## src/rtl/issue_replay_buffer.sv

```systemverilog
// issue_replay_buffer
//   Dual-lane IF/ID issue register for the dual-issue pipeline. Latches the
//   fetched instruction pair, applies the per-lane IF/ID stall/flush masks,
//   queues pairs deferred by lane steering and re-issues them ahead of new
//   fetch. Drives `first` (lane 0 is program-order older) back to hazard
//   detection.
//
// Parameters:
//   REPLAY_DEPTH  deferred-pair FIFO entries (power of two, >= 2)
//   STATS_WIDTH   replay counter width
//
// Ports:
//   clk, reset                    clock, synchronous active-high reset
//   fetch_valid, *_in             fetched pair (instruction, pc, id per lane)
//   stall0/1, flush0/1            per-lane pipe masks, IF/ID bit only
//   defer_valid, defer_*          pair deferred by steering + its `first`
//   branch_flush                  mispredict, kills lanes and queue
//   *_out, first                  IF/ID register contents
//   fetch_hold                    fetch must not advance (combinational)
//   replay_overflow               sticky, a defer was dropped on a full queue
//   replay_count                  replayed pairs issued (saturating)
//
// Configuration macro: ISSUE_REPLAY_STATS_EN
//   defined   -> replay_count is a saturating counter of pops
//   undefined -> counter omitted, replay_count is constant 0

`ifndef INST_WIDTH
`define INST_WIDTH 32
`endif
`ifndef ADDR_WIDTH
`define ADDR_WIDTH 32
`endif
`ifndef INSTRUCTION_ID_WIDTH
`define INSTRUCTION_ID_WIDTH 6
`endif
`ifndef NUM_PIPE_MASKS
`define NUM_PIPE_MASKS 5
`endif
`ifndef PIPE_REG_IF_ID
`define PIPE_REG_IF_ID 5'b00010
`endif

module issue_replay_buffer #(
  parameter int unsigned REPLAY_DEPTH = 2,
  parameter int unsigned STATS_WIDTH  = 16
) (
  input  logic                             clk,
  input  logic                             reset,
  input  logic                             fetch_valid,
  input  logic [`INST_WIDTH-1:0]           instruction0_in,
  input  logic [`INST_WIDTH-1:0]           instruction1_in,
  input  logic [`ADDR_WIDTH-1:0]           pc0_in,
  input  logic [`ADDR_WIDTH-1:0]           pc1_in,
  input  logic [`INSTRUCTION_ID_WIDTH-1:0] id0_in,
  input  logic [`INSTRUCTION_ID_WIDTH-1:0] id1_in,
  input  logic [`NUM_PIPE_MASKS-1:0]       stall0,
  input  logic [`NUM_PIPE_MASKS-1:0]       stall1,
  input  logic [`NUM_PIPE_MASKS-1:0]       flush0,
  input  logic [`NUM_PIPE_MASKS-1:0]       flush1,
  input  logic                             defer_valid,
  input  logic [`INST_WIDTH-1:0]           defer_instruction0,
  input  logic [`INST_WIDTH-1:0]           defer_instruction1,
  input  logic [`ADDR_WIDTH-1:0]           defer_pc0,
  input  logic [`ADDR_WIDTH-1:0]           defer_pc1,
  input  logic [`INSTRUCTION_ID_WIDTH-1:0] defer_id0,
  input  logic [`INSTRUCTION_ID_WIDTH-1:0] defer_id1,
  input  logic                             defer_first,
  input  logic                             branch_flush,
  output logic [`INST_WIDTH-1:0]           instruction0_out,
  output logic [`INST_WIDTH-1:0]           instruction1_out,
  output logic [`ADDR_WIDTH-1:0]           pc0_out,
  output logic [`ADDR_WIDTH-1:0]           pc1_out,
  output logic [`INSTRUCTION_ID_WIDTH-1:0] id0_out,
  output logic [`INSTRUCTION_ID_WIDTH-1:0] id1_out,
  output logic                             first,
  output logic                             fetch_hold,
  output logic                             replay_overflow,
  output logic [STATS_WIDTH-1:0]           replay_count
);

  localparam int unsigned PTR_W = (REPLAY_DEPTH > 1) ? $clog2(REPLAY_DEPTH) : 1;
  localparam int unsigned CNT_W = PTR_W + 1;

  typedef struct packed {
    logic [`INST_WIDTH-1:0]           inst;
    logic [`ADDR_WIDTH-1:0]           pc;
    logic [`INSTRUCTION_ID_WIDTH-1:0] id;
  } lane_t;

  typedef struct packed {
    lane_t lane1;
    lane_t lane0;
    logic  first;
  } entry_t;

  typedef enum logic {ST_RUN, ST_REPLAY} state_t;

  state_t           r_state, w_state_next;
  entry_t           r_fifo [REPLAY_DEPTH];
  logic [PTR_W-1:0] r_wr_ptr, r_rd_ptr;
  logic [CNT_W-1:0] r_count, w_count_next;
  lane_t            r_lane [2];
  logic             r_first;
  logic             r_overflow;

  logic             w_kill, w_empty, w_full, w_push, w_pop, w_fetch_load;
  logic [1:0]       w_stall, w_flush;
  lane_t            w_head [2];
  lane_t            w_fetch [2];
  entry_t           w_defer_entry;

  assign w_kill   = reset | branch_flush;
  assign w_empty  = (r_count == '0);
  assign w_full   = (r_count == CNT_W'(REPLAY_DEPTH));
  assign w_stall  = {|(stall1 & `PIPE_REG_IF_ID), |(stall0 & `PIPE_REG_IF_ID)};
  assign w_flush  = {|(flush1 & `PIPE_REG_IF_ID), |(flush0 & `PIPE_REG_IF_ID)};

  assign w_head[0]  = r_fifo[r_rd_ptr].lane0;
  assign w_head[1]  = r_fifo[r_rd_ptr].lane1;
  assign w_fetch[0] = '{inst: instruction0_in, pc: pc0_in, id: id0_in};
  assign w_fetch[1] = '{inst: instruction1_in, pc: pc1_in, id: id1_in};
  assign w_defer_entry = '{
    lane1: '{inst: defer_instruction1, pc: defer_pc1, id: defer_id1},
    lane0: '{inst: defer_instruction0, pc: defer_pc0, id: defer_id0},
    first: defer_first
  };

  // A pop needs both lanes free; a lane that loads the head while its partner
  // is stalled or flushed does not retire the entry.
  assign w_pop  = !w_kill && !w_empty && (w_stall == 2'b00) && (w_flush == 2'b00);
  assign w_push = !w_kill && defer_valid && !w_full;
  assign w_fetch_load = !w_kill && w_empty && fetch_valid &&
                        ((!w_stall[0] && !w_flush[0]) || (!w_stall[1] && !w_flush[1]));

  always_comb begin
    w_count_next = r_count;
    case ({w_push, w_pop})
      2'b10:   w_count_next = r_count + CNT_W'(1);
      2'b01:   w_count_next = r_count - CNT_W'(1);
      default: w_count_next = r_count;
    endcase
  end

  always_comb begin
    w_state_next = r_state;
    if (branch_flush) begin
      w_state_next = ST_RUN;
    end else begin
      case (r_state)
        ST_RUN:    if (w_push) w_state_next = ST_REPLAY;
        ST_REPLAY: if (w_pop && !w_push && (r_count == CNT_W'(1))) w_state_next = ST_RUN;
        default:   w_state_next = ST_RUN;
      endcase
    end
  end

  always_ff @(posedge clk) begin
    if (reset) begin
      r_state    <= ST_RUN;
      r_wr_ptr   <= '0;
      r_rd_ptr   <= '0;
      r_count    <= '0;
      r_overflow <= 1'b0;
    end else begin
      r_state <= w_state_next;
      if (branch_flush) begin
        r_wr_ptr <= '0;
        r_rd_ptr <= '0;
        r_count  <= '0;
      end else begin
        if (w_push) r_wr_ptr <= r_wr_ptr + PTR_W'(1);
        if (w_pop)  r_rd_ptr <= r_rd_ptr + PTR_W'(1);
        r_count <= w_count_next;
        if (defer_valid && w_full) r_overflow <= 1'b1;
      end
    end
  end

  always_ff @(posedge clk) begin
    if (w_push) r_fifo[r_wr_ptr] <= w_defer_entry;
  end

  always_ff @(posedge clk) begin
    for (int unsigned n = 0; n < 2; n++) begin
      if (w_kill || w_flush[n]) r_lane[n] <= '0;
      else if (w_stall[n])      r_lane[n] <= r_lane[n];
      else if (!w_empty)        r_lane[n] <= w_head[n];
      else if (fetch_valid)     r_lane[n] <= w_fetch[n];
      else                      r_lane[n] <= '0;
    end
  end

  always_ff @(posedge clk) begin
    if (w_kill)            r_first <= 1'b1;
    else if (w_pop)        r_first <= r_fifo[r_rd_ptr].first;
    else if (w_fetch_load) r_first <= 1'b1;
  end

`ifdef ISSUE_REPLAY_STATS_EN
  logic [STATS_WIDTH-1:0] r_replay_count;
  always_ff @(posedge clk) begin
    if (reset)                           r_replay_count <= '0;
    else if (w_pop && r_replay_count != '1) r_replay_count <= r_replay_count + STATS_WIDTH'(1);
  end
  assign replay_count = r_replay_count;
`else
  assign replay_count = '0;
`endif

  assign instruction0_out = r_lane[0].inst;
  assign instruction1_out = r_lane[1].inst;
  assign pc0_out          = r_lane[0].pc;
  assign pc1_out          = r_lane[1].pc;
  assign id0_out          = r_lane[0].id;
  assign id1_out          = r_lane[1].id;
  assign first            = r_first;
  assign fetch_hold       = defer_valid | (r_state == ST_REPLAY);
  assign replay_overflow  = r_overflow;

endmodule
```

## config.mk

```make
export PLATFORM = sky130hd
export DESIGN_NAME = issue_replay_buffer
export DESIGN_NICKNAME = d
export VERILOG_FILES = /design/src/rtl/issue_replay_buffer.sv
export SDC_FILE = /design/constraint.sdc
export NUM_CORES = 1
export LEC_CHECK = 0
export ABC_AREA = 1
export ABC_CLOCK_PERIOD_IN_PS = 8000
export CORE_MARGIN = 3
export CORE_UTILIZATION = 40
export DETAILED_ROUTE_END_ITERATION = 6
export GPL_TIMING_DRIVEN = 0
export PLACE_DENSITY_LB_ADDON = 0.3
export SYNTH_ARGS = -nofsm -noshare
export SYNTH_HDL_FRONTEND = slang
export SYNTH_SLANG_ARGS = --single-unit
```

## constraint.sdc

```tcl
create_clock -name clk -period 8 [get_ports clk]
set_clock_uncertainty 0.15 [all_clocks]
set_input_delay 1.6 -clock clk [delete_from_list [all_inputs] [get_ports clk]]
set_output_delay 1.6 -clock clk [all_outputs]
set_load 0.05 [all_outputs]
```

# ---- Word-level counts from Yosys, hierarchy flattened
# Memories as Yosys holds them, arrays and structs flattened. A register that Yosys moved wholly into a read port is not among the register bits.
# Cells that the tools add are included.
dict set report classes {
  n_addsub 4
  n_eq_ne 4
  mux 50
  bitwise 12
  reduce_logical 31
}
# operator count
set ops {}
lappend ops {{70-bit 2-to-1 mux} 8}
lappend ops {{1-bit 2-to-1 mux} 40}
lappend ops {{1-bit logical AND} 13}
lappend ops {{1-bit OR} 10}
lappend ops {{1-bit logical NOT} 8}
lappend ops {{2-bit logical NOT} 3}
lappend ops {{2-bit by 1-bit equality test with 1-bit output (second input constant)} 2}
lappend ops {{2-bit equality test (second input constant)} 2}
lappend ops {{2-bit case mux with 2 select lines} 1}
lappend ops {{2-bit nonzero test} 2}
lappend ops {{1-bit logical OR} 3}
lappend ops {{1-bit adder (second input constant)} 2}
lappend ops {{2-bit by 1-bit adder with 2-bit output (second input constant)} 1}
lappend ops {{1-bit NOT} 2}
lappend ops {{1-bit case mux with 2 select lines} 1}
lappend ops {{2-bit AND reduction} 1}
lappend ops {{2-bit OR reduction} 1}
lappend ops {{2-bit by 1-bit subtractor with 2-bit output (second input constant)} 1}
dict set report word_totals {
  ff_bits 7
  ramBits 422
  in_bits 306
  output_inout_bits 159
  word_cells 109
  mem_count 2
}
# memory words word_bits read_ports rd_clocked_by_memory_dff wr line
set memory_table {}
lappend memory_table {r_fifo 2 141 1 1 1 99} ;# entry_t r_fifo [REPLAY_DEPTH];
lappend memory_table {r_lane 2 70 2 0 2 102} ;# lane_t r_lane [2];

# ---- Depth between registers and ports, before layout
# Gate-level depths: netlist of the first run.
dict set report depth {
  word_depth 9
  depth_mapped 10
  ltp_nobuf 9
}

# ---- Least setup slack after synthesis of the first run
# OpenSTA, ideal clock, no wires.
dict set report synth_path {
  kind {input -> register}
  start {input branch_flush}
  end {memory r_fifo[1][0] (netlist bit), enable pin}
  setup_ns 0.645
  arrival_time_ns 7.912
  t_required_ns 7.205
  setup_slack_ns -0.706
  stages 4
  n_path_buf 1
  cell_sequence {nor2_1 buf_4 nand2_1 nor2_1}
}
dict set report synth_between {
  elab_chain_cells 6
}
# element line
set synth_lines {}
lappend synth_lines {{from (decl)} 68} ;# input logic branch_flush,
lappend synth_lines {{1-bit OR} 112} ;# assign w_kill = reset | branch_flush;
lappend synth_lines {{1-bit logical NOT} 131} ;# assign w_push = !w_kill && defer_valid && !w_full;
lappend synth_lines {{1-bit logical AND (2 in series)} 131}
lappend synth_lines {{1-bit 2-to-1 mux} 180} ;# if (w_push) r_fifo[r_wr_ptr] <= w_defer_entry;
lappend synth_lines {{1-bit 2-to-1 mux (implied by the code)} 180}
lappend synth_lines {{to (decl)} 99}
# Every way passes these cells.

# ---- Worst setup path after layout of the first run
dict set report layout_path {
  start {input defer_valid}
  end {output fetch_hold}
}
dict set report layout_between {
  elab_chain_cells 1
}
# element line
set layout_lines {}
lappend layout_lines {{from (decl)} 60} ;# input logic defer_valid,
lappend layout_lines {{1-bit OR} 217} ;# assign fetch_hold = defer_valid | (r_state == ST_REPLAY);
lappend layout_lines {{to (decl)} 76} ;# output logic fetch_hold,
# Every way passes these cells.

==> metrics.txt, run 1 <==
# TYPE chip_impl_metric gauge
chip_impl_info{name="cell_types_with_the_largest_area_share_after_synthesis",value="edfxtp_1 (74%), nand2_1 (13%), nor2_1 (3.3%)"} 1
chip_impl_metric{name="synthToLayoutAreaGrowth",unit="%"} 40.00
chip_impl_metric{name="met2RoutedLength",unit="mm"} 23.34
chip_impl_metric{name="layout.cell_area.non_filler",unit="µm²"} 24070
chip_impl_metric{name="dp_cells",unit=""} 2497
chip_impl_metric{name="netlist-cell-type-count",unit=""} 19
chip_impl_info{name="critPathMostFrequentCell",value="clkdlybuf4s50_1"} 1
chip_impl_info{name="rr_endpoint",value="r_lane[1][59]"} 1
chip_impl_metric{name="detail_route.wirelength.met1",unit="mm"} 18.25
chip_impl_metric{name="power_density",unit="nW/µm²"} 210.9
chip_impl_info{name="synth_flop_cell",value="edfxtp_1"} 1
chip_impl_info{name="clock_tree_from_tritoncts",value="done"} 1
chip_impl_metric{name="post_cts_resize_count",unit=""} 0
chip_impl_info{name="critical_path.endpoint",value="fetch_hold"} 1
chip_impl_metric{name="insertion_delay",unit="ns"} 0.56
chip_impl_metric{name="floorplan.die_area",unit="µm²"} 45500
chip_impl_metric{name="final_period_minus_worst_setup_slack",unit="ns"} 4.808
chip_impl_metric{name="clk_pin_slew_worst_paths",unit="ns"} 0.07
chip_impl_info{name="timing.rr.start",value="r_count[0]"} 1
chip_impl_metric{name="final_core_util",unit="%"} 56.99
chip_impl_metric{name="synth-seq-cells",unit=""} 430
chip_impl_metric{name="reg2reg_slack",unit="ns"} 5.37
chip_impl_info{name="highest_signal_layer_in_the_routed_design",value="met5"} 1
chip_impl_metric{name="wl_met3",unit="mm"} 2.862
chip_impl_metric{name="cts-buffers-inserted",unit=""} 46
chip_impl_metric{name="route.detailed.vias_per_inst",unit=""} 4.711
chip_impl_info{name="clock_tree.root_cell",value="clkbuf_16"} 1
chip_impl_metric{name="crit_arrival",unit="ns"} 3.06
chip_impl_metric{name="clkSinkCount",unit=""} 430
chip_impl_info{name="timing.critical_path.cells",value="clkdlybuf4s50_1, inv_1, nand2_1, clkdlybuf4s50_1"} 1
chip_impl_metric{name="routability_congestion",unit=""} 0.8061
chip_impl_metric{name="grtUsageTotal",unit="%"} 19.69
chip_impl_metric{name="total_cell_area_at_the_placement_stage",unit="µm²"} 22580
chip_impl_metric{name="core_region_area",unit="µm²"} 42230
chip_impl_info{name="synth_commonest_cells",value="nand2_1 (576), edfxtp_1 (422), nor2_1 (151)"} 1
chip_impl_info{name="yosysMostFrequentCell",value="nand2_1"} 1
chip_impl_metric{name="route.vias.total",unit=""} 12180
chip_impl_metric{name="final.hold.worst_slack",unit="ns"} 0.3125
chip_impl_metric{name="report.final.hold_viol_count",unit=""} 0
chip_impl_metric{name="fin_setup_tns",unit="ns"} 0
chip_impl_info{name="grt_setup_unrepaired",value="no"} 1
chip_impl_metric{name="post_cts_hold_buffer_count",unit=""} 0
chip_impl_metric{name="initial_core_util",unit="%"} 40.71
chip_impl_metric{name="yosysTopAreaCellShare",unit="%"} 73.72
chip_impl_metric{name="cap_violations",unit=""} 0
chip_impl_metric{name="wl_per_cell",unit="µm"} 17.76
chip_impl_metric{name="pin_count_of_the_biggest_net_entering_global_routing",unit=""} 43
chip_impl_info{name="cp-start-kind",value="input pin"} 1
chip_impl_metric{name="achievable-frequency",unit="GHz"} 0.2080
chip_impl_metric{name="drc_errors",unit=""} 0
chip_impl_metric{name="drt-pass1-iter-count",unit=""} 6
chip_impl_metric{name="fin_nets",unit=""} 2316
chip_impl_metric{name="number_of_antenna_violations_at_the_first_check_in_global_routing",unit=""} 11
chip_impl_metric{name="grt_first_pass_wirelength",unit="mm"} 68.04
chip_impl_metric{name="timing.critical_path.fanout_max",unit=""} 2
chip_impl_metric{name="detailed_place_hpwl",unit="mm"} 33.02
chip_impl_metric{name="post-cts-setup-buffers",unit=""} 0
chip_impl_info{name="worst_hold_class",value="register to register"} 1
chip_impl_metric{name="worst_r2r_path_depth",unit=""} 9
chip_impl_metric{name="drv_slew",unit=""} 0
chip_impl_metric{name="top_level_ports",unit=""} 465
chip_impl_metric{name="proportion_of_synthesized_chip_area_in_sequential_cells",unit="%"} 74.65
chip_impl_metric{name="power.static_leakage",unit="nW"} 10.06
chip_impl_info{name="post-synth-top-area-cell",value="edfxtp_1"} 1
chip_impl_metric{name="timing.hold.worst_path_depth",unit=""} 1
chip_impl_metric{name="ir_drop",unit="V"} 0.0002403
chip_impl_info{name="timing.setup.critical_path_class",value="input pin to output pin"} 1
chip_impl_metric{name="first_global_vias",unit=""} 12110
chip_impl_metric{name="floorplan.die.width",unit="µm"} 213.3
chip_impl_metric{name="synth.avg_cell_area",unit="µm²"} 11.48
chip_impl_metric{name="globalRouteOverflowTotal",unit=""} 0
chip_impl_metric{name="drt_first_iter_violations",unit=""} 757
chip_impl_metric{name="final.period_utilization",unit="%"} 60.10
chip_impl_info{name="run_status",value="finished, final reports clean"} 1
chip_impl_metric{name="setup-violations-final",unit=""} 0
chip_impl_metric{name="die-height",unit="µm"} 213.3
chip_impl_metric{name="netlist_instances",unit=""} 1498
chip_impl_metric{name="synth-warning-count",unit=""} 0
chip_impl_metric{name="finalNonFillerCells",unit=""} 2585
chip_impl_metric{name="worst-endpoint-required",unit="ns"} 6.25
chip_impl_metric{name="timing_worst_slew_pin_value",unit="ns"} 0.7257
chip_impl_metric{name="final.fill_count",unit=""} 3516
chip_impl_metric{name="synth-edff-count",unit=""} 422
chip_impl_metric{name="drive_above_1_share",unit="%"} 6.726
chip_impl_metric{name="cp_slowest_stage_delay",unit="ns"} 0.88
chip_impl_metric{name="mappedNetlistArea",unit="µm²"} 17190
chip_impl_metric{name="cts-htree-levels",unit=""} 2
chip_impl_info{name="critical_path.endpoint_type",value="output pin"} 1
chip_impl_metric{name="placement_rows",unit=""} 75
chip_impl_metric{name="worst_slew_margin_rel",unit="%"} 51.50
chip_impl_metric{name="clock_path_buffers",unit=""} 3
chip_impl_metric{name="fraction_of_synthesis_flops_using_an_asynchronous_set_or_reset_pin",unit="%"} 0
chip_impl_info{name="worst_setup_path_startpoint",value="defer_valid"} 1
chip_impl_metric{name="drt_wl_total",unit="mm"} 45.91
chip_impl_metric{name="numPortBuffers",unit=""} 432
chip_impl_metric{name="postRouteAntennaNets",unit=""} 0
chip_impl_info{name="crit_slowest_cell",value="clkdlybuf4s50_1"} 1
## state kept, by name, indices dropped and copies added (netlist names), named ones only
name and count:
r_lane 140, r_fifo 282, r_state 1, r_wr_ptr 1, r_count 2, replay_overflow 1, first 1, r_rd_ptr 1
## through the flow
stage / power (mW) / setup slack, ns
6_report: 5.074 / 3.192
5_1_grt: 5.250 / 3.108
4_1_cts: 5.126 / 3.176
3_5_place_dp: 3.038 / 3.185
3_3_place_gp: 3.029 / -1.329
2_1_floorplan: 2.790 / 1.673
## kinds of logic (layout without fill, tap and decap cells)
family          Yosys count  in the layout  share of synthesized area (%)
compound gates           79             79                          2.300
xor+xnor                  1              1                        0.05096
fa+ha+maj                 4              4                         0.2912
simple gates            806            806                          18.22
other cells               1             25                        0.02181
buf+inv                 177            701                          4.469
flops                   430            430                          74.65
## critical path, delay by kind of cell
family	cells	cell delay, ns
and+or+nand+nor	1	0.05
buffers and inverters	3	1.41
## per-layer routing
layer  vias up  track usage [%]
met5         -                0
met4         2            7.429
met3        83            4.364
met2       353            34.15
met1      5758            24.25
li1       5982                -
## cell usage in the layout (no fill, tap or decap), drive strengths merged, types with 9 or more instances in the layout
| cell | n |
|---|---|
| conb | 16 |
| clkinv | 16 |
| clkdlybuf4s50 | 432 |
| diode | 9 |
| inv | 87 |
| nand2 | 576 |
| buf | 67 |
| a21oi | 75 |
| clkbuf | 90 |
| nor2 | 153 |
| nand3 | 76 |
| edfxtp | 422 |
## worst min-delay path by stage
| stage | to | startpoint | slack [ns] |
|---|---|---|---|
| detailed placement | r_rd_ptr | r_rd_ptr | 0.31 |
| global route | r_rd_ptr | r_rd_ptr | 0.34 |
| global placement | r_rd_ptr | r_rd_ptr | 0.29 |
| floorplan | register | r_rd_ptr | 0.28 |
| finish | r_rd_ptr | r_rd_ptr | 0.31 |
| CTS | r_rd_ptr | r_rd_ptr | 0.31 |
## final cells by class
cell class | instances | area, µm² | area share [%]
sequential | 430 | 12830 | 53.32
timing repair buffer | 445 | 4622 | 19.21
multi-input combinational | 906 | 3681 | 15.30
clock buffer | 53 | 1199 | 4.981
tap | 539 | 674.4 | 2.802
buffer | 91 | 445.4 | 1.851
inverter | 86 | 322.8 | 1.341
clock inverter | 26 | 266.5 | 1.107
antenna | 9 | 22.52 | 0.09358
## report_power, final
| group | switching (mW) | internal (mW) | total, mW |
|---|---|---|---|
| clock | 0.853 | 1.23 | 2.08 |
| sequential | 0.0152 | 2.53 | 2.55 |
| combinational | 0.240 | 0.204 | 0.445 |
| total | 1.11 | 3.97 | 5.07 |
(Power assumes the default switching activity.)
==> inputs of run 2 (changes only) <==
- ABC_CLOCK_PERIOD_IN_PS: 8000 -> 4300
- clock period: 8 -> 4.3 ns (I/O delays scaled with it)
==> results of run 2 <==
The final DEF is identical to that of run 1. Status: finished, final reports clean.
Main changes from that run: setup slack after placement 3.185 ns -> 0.6160 ns; setup slack after layout 3.192 ns -> 0.9717 ns; register-to-register setup slack 5.37 ns -> 1.67 ns; total power 5.074 mW -> 9.441 mW; worst IR drop on VDD 0.0002403 V -> 0.0004471 V
